`src/rtl/dramarb_pkg.sv`:
```
// dramarb_pkg: shared byte-select encodings and default DRAM widths for the channel arbiter
package dramarb_pkg;
  localparam logic [1:0] BSEL_LO   = 2'b01;
  localparam logic [1:0] BSEL_HI   = 2'b10;
  localparam logic [1:0] BSEL_WORD = 2'b11;
  localparam int AW_DEF = 21;
  localparam int DW_DEF = 16;
endpackage

```
`src/rtl/rr_pick.sv`:
```
// rr_pick: picks one eligible channel, lowest index or rotating from ptr
module rr_pick #(
  parameter int NCH = 4,
  parameter int CW  = $clog2(NCH)
) (
  input  logic [NCH-1:0] elig,
  input  logic [CW-1:0]  ptr,
  input  logic           rr_en,
  output logic           valid,
  output logic [CW-1:0]  win
);
  int k;
  always_comb begin
    valid = |elig;
    win   = '0;
    k     = 0;
    // scan from the farthest candidate down so the nearest eligible one wins
    for (int i = NCH - 1; i >= 0; i--) begin
      k = rr_en ? (int'(ptr) + i) % NCH : i;
      if (elig[k]) win = CW'(k);
    end
  end
endmodule

```
`src/rtl/dram_arb_nch.sv`:
```
// dram_arb_nch: grants one of NCH requesters per DRAM slot and routes read returns
// back to their issuers through a small owner queue
module dram_arb_nch import dramarb_pkg::*; #(
  parameter int NCH = 4,
  parameter int AW  = AW_DEF,
  parameter int DW  = DW_DEF,
  parameter int RDQ = 2
) (
  input  logic            fclk,
  input  logic            rst_n,
  input  logic            slot,
  input  logic            rr_en,
  input  logic [NCH-1:0]  ch_req,
  input  logic [NCH-1:0]  ch_rnw,
  input  logic [NCH*AW-1:0] ch_addr,
  input  logic [NCH*DW-1:0] ch_wrdata,
  input  logic [NCH*2-1:0]  ch_bsel,
  output logic [NCH-1:0]  ch_ack,
  output logic [NCH-1:0]  ch_rdstb,
  output logic [DW-1:0]   rddata,
  output logic            dram_req,
  output logic            dram_rnw,
  output logic [AW-1:0]   dram_addr,
  output logic [DW-1:0]   dram_wrdata,
  output logic [1:0]      dram_bsel,
  input  logic            dram_rrdy,
  input  logic [DW-1:0]   dram_rddata,
  output logic            err_orphan
);
  localparam int CW = $clog2(NCH);
  localparam int QW = $clog2(RDQ);
  logic [CW-1:0] ptr, win;
  logic [CW-1:0] q [RDQ];
  logic [QW-1:0] wp, rp;
  logic [QW:0]   cnt;
  logic          valid, q_full, grant, push, pop;
  logic [NCH-1:0] elig;
  assign q_full = cnt == (QW+1)'(RDQ);
  // reads wait while every owner slot is taken; writes are never held back
  assign elig   = ch_req & ~(ch_rnw & {NCH{q_full}});
  assign grant  = slot & valid;
  assign push   = grant & ch_rnw[win];
  assign pop    = dram_rrdy & (cnt != '0);
  rr_pick #(.NCH(NCH), .CW(CW)) u_pick (
    .elig(elig), .ptr(ptr), .rr_en(rr_en), .valid(valid), .win(win)
  );
  always_ff @(posedge fclk or negedge rst_n) begin
    if (!rst_n) begin
      ptr         <= '0;
      ch_ack      <= '0;
      ch_rdstb    <= '0;
      rddata      <= '0;
      dram_req    <= 1'b0;
      dram_rnw    <= 1'b0;
      dram_addr   <= '0;
      dram_wrdata <= '0;
      dram_bsel   <= '0;
      err_orphan  <= 1'b0;
      wp          <= '0;
      rp          <= '0;
      cnt         <= '0;
    end else begin
      ch_ack     <= grant ? NCH'(1) << win : '0;
      ch_rdstb   <= pop ? NCH'(1) << q[rp] : '0;
      rddata     <= pop ? dram_rddata : rddata;
      err_orphan <= err_orphan | (dram_rrdy & (cnt == '0));
      if (slot) dram_req <= valid;
      if (grant) begin
        ptr         <= (win == CW'(NCH - 1)) ? '0 : win + 1'b1;
        dram_rnw    <= ch_rnw[win];
        dram_addr   <= ch_addr[win*AW +: AW];
        dram_wrdata <= ch_wrdata[win*DW +: DW];
        dram_bsel   <= ch_bsel[win*2 +: 2];
      end
      if (push) wp <= wp + 1'b1;
      if (pop) rp <= rp + 1'b1;
      if (push & ~pop) cnt <= cnt + 1'b1;
      else if (pop & ~push) cnt <= cnt - 1'b1;
    end
  end
  always_ff @(posedge fclk)
    if (push) q[wp] <= win;
endmodule
```
`config.mk`:
```
export PLATFORM = sky130hd
export DESIGN_NAME = dram_arb_nch
export DESIGN_NICKNAME = d
export VERILOG_FILES = /design/src/rtl/dramarb_pkg.sv /design/src/rtl/rr_pick.sv /design/src/rtl/dram_arb_nch.sv
export SDC_FILE = /design/constraint.sdc
export NUM_CORES = 1
export LEC_CHECK = 0
export BUFFER_PORTS_ARGS = -buffer_cell sky130_fd_sc_hd__buf_2
export CAP_MARGIN = 20
export CORE_MARGIN = 3
export CORE_UTILIZATION = 41
export CTS_CLUSTER_DIAMETER = 200
export DETAILED_ROUTE_END_ITERATION = 10
export MAX_ROUTING_LAYER = met4
export PLACE_DENSITY = 0.83
export SYNTH_ARGS = -nofsm -noshare
export SYNTH_HDL_FRONTEND = slang
export SYNTH_SLANG_ARGS = --single-unit
```
`constraint.sdc`:
```
create_clock -name fclk -period 2.7 [get_ports fclk]
set_input_delay 0.27 -clock fclk [delete_from_list [all_inputs] [get_ports fclk]]
set_output_delay 0.27 -clock fclk [all_outputs]
set_load 0.02 [all_outputs]
```
==> flow_summary.ini <==
[timing]
period_share_pct = 96.1
rsz0062_at_grt = true
slew_headroom_pct = 39.9
finalHoldViolCount = 0
hold_slack_ns = 0.0538
setup_viol = 0
drv_slew = 0
fin_skew_ns = 0.0109
tightest_slew_ns = 0.901
period_minus_slack_ns = 2.59
fmax_mhz = 386

[routing]
wl_per_cell_um = 15.2
drt_iter0_drc = 143
drc = 0
vias_per_cell = 5.08
routed_wl_um = 12100
drt_pass1_iterations = 4
ant_nets = 0
vias = 4027

[global_routing]
grt_pass1_wl_um = 19400
grt_pass1_vias = 4178
antenna_found_initial = 0
grt_use_total_pct = 19.5
grt_max_degree = 73
gr-total-overflow = 0

[synth]
synth-seq-cells = 76
synth_edf_count = 4
yosys.cell_types.count = 47
synth-seq-area-share_pct = 41.8
synth.area.top_cells = dfrtp_1, mux2i_1, mux2_2
yosys_warnings = 0
synth_top_area_share_pct = 39.1
synth_nets = 590
syn_area_um2 = 4600
syn_avg_cell_area_um2 = 11.5
ys.flop_type = dfrtp_1
yosysTopAreaCell = dfrtp_1
async_reset_ff_share_pct = 94.7
synthCells = 400

[final_layout]
design_area_um2 = 6100
fin_cells = 792
drive_above_1_share_pct = 55.1
area_growth_pct = 32.5
multi_input_area_um2 = 2400
layout_common_cells = buf_2, mux2i_1, dfrtp_1, nand2_1, mux2_2
final_common_cell = buf_2
nNetsFinal = 837
diodes = 0
regArea_um2 = 1920
fillers = 962

[clock_network]
holdBufCountCts = 0
cts.path.max_buffers = 2
cts-root-buf = clkbuf_8
cts_buffers = 9
cts_tree = yes
cts-htree-levels = 3
numClockSinks = 76
clk_pin_slew_ns = 0.08
worst_skew_pair.late_latency_ns = 0.34

[placement]
gp_congestion = 0.888
dp_hpwl_um = 9470
portBuffers = 250
place_area_um2 = 5900
post-place-cells = 775

[die]
die-height_um = 112
coreArea_um2 = 10900
dieArea_um2 = 12500
row_count = 38
ios = 251
initial_core_util_pct = 42.3
die_x_um = 112

[worst_hold_path]
hold_class = input pin to async pin

[flow_run]
maxCapViolations = 0

[worst_setup_path]
cp-start-kind = flip-flop
required_ns = 2.96
critPathArrivalTime_ns = 2.86
path_class = flip-flop to flip-flop
critPathCaptureType = flip-flop
cp_max_fo = 9

[pwr]
ir_drop_uv = 511
power_leakage_nw = 3.20
p_per_area_nw_per_um2 = 998

[status]
status = finished, final reports clean
[critical path: stages (launching register included)]
cell and delay [ns]:
dfrtp_2 0.45, nand3b_1 0.21, a32o_1 0.29, o311a_4 0.41, nand2_8 0.09, mux2i_1 0.22, a2bb2oi_2 0.17, inv_1 0.06
ha_1 0.31, nor2_1 0.15, xor2_1 0.15
[metal layers]
metal / global-route usage (%) / share of wire, % / up-vias
li1: - / - / 1925
met1: 20.8 / 37 / 1897
met2: 35.3 / 54 / 171
met3: 3.80 / 6.8 / 34
met4: 7.93 / 2.6 / 0
met5: - / 0 / -
[state kept, by name, indices dropped and copies added, names as in the netlist, 2 cells and up]
register	cells
ch_ack	4
ptr	2
rddata	16
cnt	2
dram_addr	21
ch_rdstb	4
q	4
dram_wrdata	16
dram_bsel	2
[where the power goes]
| part | internal [W] | switching [W] | leakage [nW] | total, W |
|---|---|---|---|---|
| combinational | 0.00161 | 0.00181 | 2.21 | 0.00342 |
| clock | 0.000332 | 0.000421 | 0.0783 | 0.000753 |
| sequential | 0.00162 | 0.000295 | 0.910 | 0.00191 |
[worst paths after layout]
path	endpoint	cells past startpoint	start	slack [ns]
setup / recovery	cnt[1]$_DFFE_PN0P_	10	cnt[0]$_DFFE_PN0P_	0.11
hold / removal	rddata[13]$_DFFE_PN0P_	1	rst_n	0.05
setup reg to reg	cnt[1]$_DFFE_PN0P_	10	cnt[0]$_DFFE_PN0P_	0.11
hold reg to reg	err_orphan$_DFF_PN0_	1	err_orphan$_DFF_PN0_	0.47
max in group asynchronous	cnt[1]$_DFFE_PN0P_	1	rst_n	2.02
min in group fclk	rddata[11]$_DFFE_PN0P_	2	dram_rddata[11]	0.15
[Yosys cell counts, types with 5 or more instances]
library cell  number
mux2i_1           79
mux2_4             7
dfrtp_1           72
clkbuf_1          10
o21ai_2           11
inv_1              7
o21ai_1           28
mux2_2            48
nor2_1            10
and2_1             5
buf_12             7
nand2_1           53
buf_6              5
ha_1               5
[cell type report]
class	instances	share of cell area [%]
clock buffers	10	2.09
clock inverters	6	0.677
inverters	7	0.431
multi-input cells	290	39.4
flip-flops and latches	76	31.6
well taps	140	2.87
repair buffers	263	23.0
[stage by stage]
stage	power (W)	util [%]	worst slack, ns	setup TNS (ns)
after floorplan	0.00459	-	0.0940	0
after global placement	0.00520	54.2	0.184	0
after detailed placement	0.00535	54.2	0.0669	0
after CTS	0.00612	55.7	0.0454	0
after global routing	0.00652	56.0	-0.0216	-0.0223
final	0.00609	56.0	0.106	0
[logic make-up (layout without fill, tap and decap cells)]
kind of cell / Yosys count / after routing / synth area share, %
muxes: 134 / 134 / 31.2
and+or+nand+nor: 84 / 84 / 8.86
DFF: 76 / 76 / 41.8
AOI/OAI and AO/OA: 62 / 62 / 9.49
buffers and inverters: 34 / 286 / 6.39
adders and majority gates: 5 / 5 / 1.36
xor gates and xnor gates: 5 / 5 / 0.952
[what timing repair did]
item,in CTS,in global routing
gates resized for setup,0,5
setup buffers,0,1
endpoints found under the setup margin,0,23
Note: power is estimated with default switching activity, not from simulation.
